==> config.mk <==
export PLATFORM = sky130hd
export DESIGN_NAME = fp_exp_sched
export DESIGN_NICKNAME = d
export VERILOG_FILES = /design/src/rtl/fp_exp_pkg.sv /design/src/rtl/rr_arbiter.sv /design/src/rtl/fp_exp_sched.sv
export SDC_FILE = /design/constraint.sdc
export NUM_CORES = 1
export LEC_CHECK = 0
export ABC_AREA = 1
export CORE_AREA = 2 2 142 144
export CTS_BUF_LIST = sky130_fd_sc_hd__clkbuf_4
export CTS_CLUSTER_SIZE = 12
export DETAILED_ROUTE_END_ITERATION = 7
export DIE_AREA = 0 0 144 146
export PLACE_DENSITY = 0.68
export SKIP_LAST_GASP = 1
export SLEW_MARGIN = 20
export SYNTH_ARGS = -nofsm -noshare
export SYNTH_HDL_FRONTEND = slang
export SYNTH_SLANG_ARGS = --single-unit
==> constraint.sdc <==
create_clock -name clk -period 2.7 [get_ports clk]
set_input_delay 0.27 -clock clk [delete_from_list [all_inputs] [get_ports clk]]
set_output_delay 0.27 -clock clk [all_outputs]
set_load 0.005 [all_outputs]
==> src/rtl/fp_exp_pkg.sv <==
// fp_exp_pkg: shared widths, ID-width helper and in-flight tag type for fp_exp_sched.
package fp_exp_pkg;
  localparam int SIG_WIDTH_DEF = 23;
  localparam int EXP_WIDTH_DEF = 8;
  localparam int ID_MAX_W = 4;
  function automatic int fp_w(input int sig_w, input int exp_w);
    return sig_w + exp_w + 1;
  endfunction
  function automatic int id_w(input int n);
    return n > 2 ? $clog2(n) : 1;
  endfunction
  typedef struct packed {
    logic                valid;
    logic [ID_MAX_W-1:0] id;
  } tag_t;
endpackage

==> src/rtl/rr_arbiter.sv <==
// rr_arbiter: one-hot round-robin grant searching from the slot after the last accepted one.
module rr_arbiter import fp_exp_pkg::*; #(
  parameter int NUM_REQ = 4,
  localparam int ID_W = id_w(NUM_REQ)
) (
  input  logic               clk,
  input  logic               rst,
  input  logic               en,
  input  logic [NUM_REQ-1:0] req,
  output logic [NUM_REQ-1:0] grant,
  output logic [ID_W-1:0]    gnt_id
);
  logic [ID_W-1:0] ptr;
  logic [ID_W-1:0] idx;
  // Walk farthest to nearest so the nearest pending requester is the one left standing.
  always_comb begin
    grant = '0;
    gnt_id = '0;
    idx = '0;
    for (int k = NUM_REQ; k >= 1; k--) begin
      idx = ID_W'((int'(ptr) + k) % NUM_REQ);
      if (en && !rst && req[idx]) begin
        grant = '0;
        grant[idx] = 1'b1;
        gnt_id = idx;
      end
    end
  end
  always_ff @(posedge clk or posedge rst)
    if (rst) ptr <= ID_W'(NUM_REQ - 1);
    else if (|(req & grant)) ptr <= gnt_id;
endmodule

==> src/rtl/fp_exp_sched.sv <==
// fp_exp_sched: shares one pipelined fp exp unit among NUM_REQ share-split requesters,
// returning each result tagged with its requester ID.
module fp_exp_sched import fp_exp_pkg::*; #(
  parameter int NUM_REQ = 4,
  parameter int SIG_WIDTH = SIG_WIDTH_DEF,
  parameter int EXP_WIDTH = EXP_WIDTH_DEF,
  parameter int LATENCY = 3,
  localparam int ID_W = id_w(NUM_REQ),
  localparam int FP_W = fp_w(SIG_WIDTH, EXP_WIDTH)
) (
  input  logic                    clk,
  input  logic                    rst,
  input  logic                    issue_en,
  input  logic [NUM_REQ-1:0]      req_valid,
  output logic [NUM_REQ-1:0]      req_ready,
  input  logic [NUM_REQ*FP_W-1:0] req_g,
  input  logic [NUM_REQ*FP_W-1:0] req_e,
  output logic [FP_W-1:0]         exp_a,
  input  logic [FP_W-1:0]         exp_z,
  output logic                    rsp_valid,
  output logic [ID_W-1:0]         rsp_id,
  output logic [FP_W-1:0]         rsp_data,
  output logic                    busy
);
  logic [ID_W-1:0] gnt_id;
  logic            accept;
  logic            pipe_busy;
  tag_t            iss_tag;
  tag_t            out_tag;
  rr_arbiter #(.NUM_REQ(NUM_REQ)) u_arb (
    .clk   (clk),
    .rst   (rst),
    .en    (issue_en),
    .req   (req_valid),
    .grant (req_ready),
    .gnt_id(gnt_id)
  );
  assign accept = |(req_valid & req_ready);
  // exp_a only moves on accept so the unit input never toggles on idle cycles.
  always_ff @(posedge clk or posedge rst)
    if (rst) begin
      exp_a <= '0;
      iss_tag <= '0;
    end else begin
      iss_tag <= '{valid: accept, id: ID_MAX_W'(gnt_id)};
      if (accept) exp_a <= req_g[int'(gnt_id)*FP_W +: FP_W] ^ req_e[int'(gnt_id)*FP_W +: FP_W];
    end
  if (LATENCY == 0) begin : g_nopipe
    assign out_tag = iss_tag;
    assign pipe_busy = 1'b0;
  end else begin : g_pipe
    tag_t pipe [LATENCY];
    always_ff @(posedge clk or posedge rst)
      if (rst) begin
        for (int i = 0; i < LATENCY; i++) pipe[i] <= '0;
      end else begin
        pipe[0] <= iss_tag;
        for (int i = 1; i < LATENCY; i++) pipe[i] <= pipe[i-1];
      end
    always_comb begin
      pipe_busy = 1'b0;
      for (int i = 0; i < LATENCY; i++) pipe_busy = pipe_busy | pipe[i].valid;
    end
    assign out_tag = pipe[LATENCY-1];
  end
  always_ff @(posedge clk or posedge rst)
    if (rst) begin
      rsp_valid <= 1'b0;
      rsp_id <= '0;
      rsp_data <= '0;
    end else begin
      rsp_valid <= out_tag.valid;
      if (out_tag.valid) begin
        rsp_id <= ID_W'(out_tag.id);
        rsp_data <= exp_z;
      end
    end
  assign busy = iss_tag.valid | pipe_busy | rsp_valid;
endmodule

==> metrics.txt <==
status finished, final reports clean; syn avg cell area 7.923 µm²; post-route antenna net violation count 0; Pint 4563 µW; Cells after Synth 731; Max stage delay on crit path 0.59 ns; Yosys warning count 0; Hold Crit Class in2async; switching pwr 2991 µW; DP Worst Slack 0.09416 ns; final setup violation count 0; DRC errors left 0; slew at the pin closest to its max-slew limit 0.5810 ns; gr usage total 0.2005; worst clock skew 0.02133 ns; CTS root buf clkbuf_4; maxcap violations 0; final net count 1400; post-DP HPWL 17290 µm; CORE AREA 0.01933 mm²; post-synth net total 1034; FP Rows 51; synthesized cell area 0.005792 mm²; TritonCTS buffer count 9; final max-slew violation count 0; grt total ovfl 0; clock sinks 81; LEAKAGE 0.004281 µW; CTS H-tree depth 3; drt wl/cell 15.80 µm; Area Growth Syn to Fin 73.45%; Final GP Congestion 0.8043; slowest CP cell dfstp_2; global-route wire length before repair 32720 µm; switching share of power 0.3960; Peak VDD IR 0.4478 mV; crit path capture type output port; via/cell ratio 4.595; CP max FO 4; worst relative slew slack 0.6127; family with the most delay on the worst path simple AND/OR/NAND/NOR gates; Post-Route WL 21640 µm; Final Hold Viols 0; Reg2Reg Launch Point u_arb.ptr[0]; TritonCTS clock tree yes; Critical Path Source u_arb.ptr[0]; layout cells sized above 1 0.1054; Clock Tree Buf Depth 2; IO buf count 366; Clk network pwr share 0.083; Sequential Power Share 0.280; initial antenna violation count 5; period utilization 0.9575; die area 0.02102 mm²; Crit Path Category reg2out; pin count of the biggest net entering global routing 46; Startpoint Class flip-flop; RSZ-0062 raised after global routing yes; worst setup margin 0.1149 ns; FMAX 386.8 MHz; hold_buf cts 0; Power Dens Cells 751.9 mW/mm²; via count of the first global-routing pass 6217; Clk pin slew, worst setup/hold paths 0.16 ns; 1st-pass router iterations 7; WP buf/inv 4; Top Ports 367; Seq/Total Area, Yosys 0.3504; Die W 144 µm; clk_lat worst skew 0.45 ns; die height 146 µm; WP data required 2.43 ns; combinational share of power 0.636; Setup TNS 0 ns; Starting DRT DRC Count 175; critical path cell sequence inv_4, ha_4, inv_2, nand3_2, nand2_2, nor2_4, buf_6, nor2_4, nand2_2, nand3_2, and2_1, clkdlybuf4s15_1; crit path time final 2.585 ns; Initial Util 0.2996; Yosys reg bits 81; Vias 6295; Netlist cell types 27; crit path DAT 2.32 ns
## final cells by class
class	count	area [µm²]
inverter	27	108.9
tap	265	331.6
clock buffer	9	67.56
multi-input combinational	585	3507
timing repair buffer	393	3948
sequential	81	2029
clock inverter	6	43.79
antenna	4	10.01
fill	1849	9289
## worst reg2reg max path: stages (launching register included)
cell	delay (ns)
dfstp_2	0.59
inv_4	0.05
ha_4	0.28
inv_2	0.05
nand3_2	0.08
nand2_2	0.07
nor2_4	0.14
buf_6	0.13
buf_4	0.10
nand2_1	0.04
nand2_1	0.07
nand2_2	0.09
nand2_4	0.18
buf_12	0.20
nand2_1	0.10
nand3_1	0.09
nand2_1	0.06
nand2_1	0.06
nand2_1	0.04
## registers in the layout, summed over array words and instances (netlist names)
register / cells
exp_a: 32
g_pipe.pipe: 9
iss_tag: 3
rsp_data: 32
rsp_id: 2
rsp_valid: 1
u_arb.ptr: 2
## power groups by stage
| stage | Clock, µW | Sequential (µW) | Combinational [µW] |
|---|---|---|---|
| 5_1_grt | 725 | 2200 | 5300 |
| 3_5_place_dp | 0 | 2150 | 4730 |
| 3_3_place_gp | 0 | 2130 | 4670 |
| 4_1_cts | 672 | 2130 | 4810 |
| 2_1_floorplan | 0 | 2160 | 2420 |
| 6_report | 631 | 2120 | 4810 |
## layout by cell type, fill, tap and decap left out, types with 2 or more instances in the layout
cell type	instances
buf_12	6
buf_4	17
buf_6	5
clkbuf_4	9
clkdlybuf4s50_1	362
clkinv_1	4
clkinv_4	3
dfrtp_1	79
dfstp_2	2
diode_2	4
ha_1	7
inv_1	16
inv_2	5
inv_4	3
mux2_2	34
nand2_1	230
nand2_2	8
nand2_4	3
nand3_1	145
nand3_2	6
nor2_1	10
nor2_4	3
or2_2	4
xnor2_1	124
xor2_1	4
## worst paths after layout
check / slack (ns) / endpoint / cells past startpoint
worst max-delay path: 0.11 / req_ready[2] / 12
worst min-delay path: 0.25 / exp_a[30] / 2
worst max register to register: 0.19 / exp_a[24] / 18
worst min register to register: 0.36 / g_pipe.pipe[6] / 0
max in group asynchronous: 1.71 / rsp_data[9] / 3
min in group clk: 0.36 / g_pipe.pipe[6] / 0
## repair_timing
action	in CTS	in global routing
gates resized for setup	23	14
buffers inserted	6	2
pin swaps	3	2
endpoints found under the setup margin	4	21
## synth_stat cells
| master | instances | area, µm² |
|---|---|---|
| nand2_2 | 3 | 18.77 |
| nor2_2 | 2 | 12.51 |
| or2_2 | 4 | 25.02 |
| inv_1 | 19 | 71.32 |
| nor2_1 | 11 | 41.29 |
| buf_4 | 5 | 37.54 |
| nand3_2 | 2 | 20.02 |
| and2_1 | 1 | 6.260 |
| nor3_1 | 1 | 5.000 |
| buf_6 | 7 | 78.83 |
| inv_2 | 5 | 18.77 |
| nand2_4 | 1 | 11.26 |
| clkinv_1 | 3 | 11.26 |
| nor2_4 | 1 | 11.26 |
| nand3_1 | 150 | 750.7 |
| nand2_1 | 237 | 889.6 |
| buf_1 | 1 | 3.750 |
| mux2_2 | 34 | 382.9 |
| dfrtp_1 | 79 | 1977 |
| buf_2 | 20 | 100.1 |
| dfstp_2 | 2 | 52.55 |
| nand4_1 | 1 | 6.260 |
| xor2_1 | 4 | 35.03 |
| xnor2_1 | 124 | 1086 |
| ha_1 | 8 | 100.1 |
| clkbuf_1 | 5 | 18.77 |
| nor2_8 | 1 | 20.02 |
## per-layer routing
layer / GRT usage / share of wire / up-vias
li1: - / - / 3077
met1: 0.2277 / 0.38 / 2890
met2: 0.3605 / 0.51 / 299
met3: 0.05890 / 0.087 / 27
met4: 0.05833 / 0.020 / 2
met5: 0 / 0.00055 / -
## logic make-up (layout without fill, tap and decap cells)
group / count (synthesis) / after routing / share of synthesized area
buffers and inverters: 65 / 435 / 0.05876
adder cells (fa/ha/maj): 8 / 8 / 0.01728
AND/OR/NAND/NOR: 415 / 415 / 0.3139
flip-flops: 81 / 81 / 0.3504
XOR/XNOR: 128 / 128 / 0.1936
multiplexers: 34 / 34 / 0.06611
other: 0 / 4 / 0
## metrics by stage
| stage | total power (µW) | hold slack [ns] | cells | area (µm²) | utilization |
|---|---|---|---|---|---|
| 6_report | 7554 | 0.2461 | 1370 | 10050 | 0.5196 |
| 5_1_grt | 8221 | 0.2764 | 1370 | 10050 | 0.5196 |
| 4_1_cts | 7608 | 0.2604 | 1364 | 9978 | 0.5161 |
| 3_5_place_dp | 6881 | 0.3347 | 1343 | 9778 | 0.5057 |
| 3_3_place_gp | 6792 | 0.3319 | 1343 | 9778 | 0.5057 |
| 2_1_floorplan | 4584 | 0.3312 | 731 | 5792 | - |
Power figures use the tool's default switching activity.
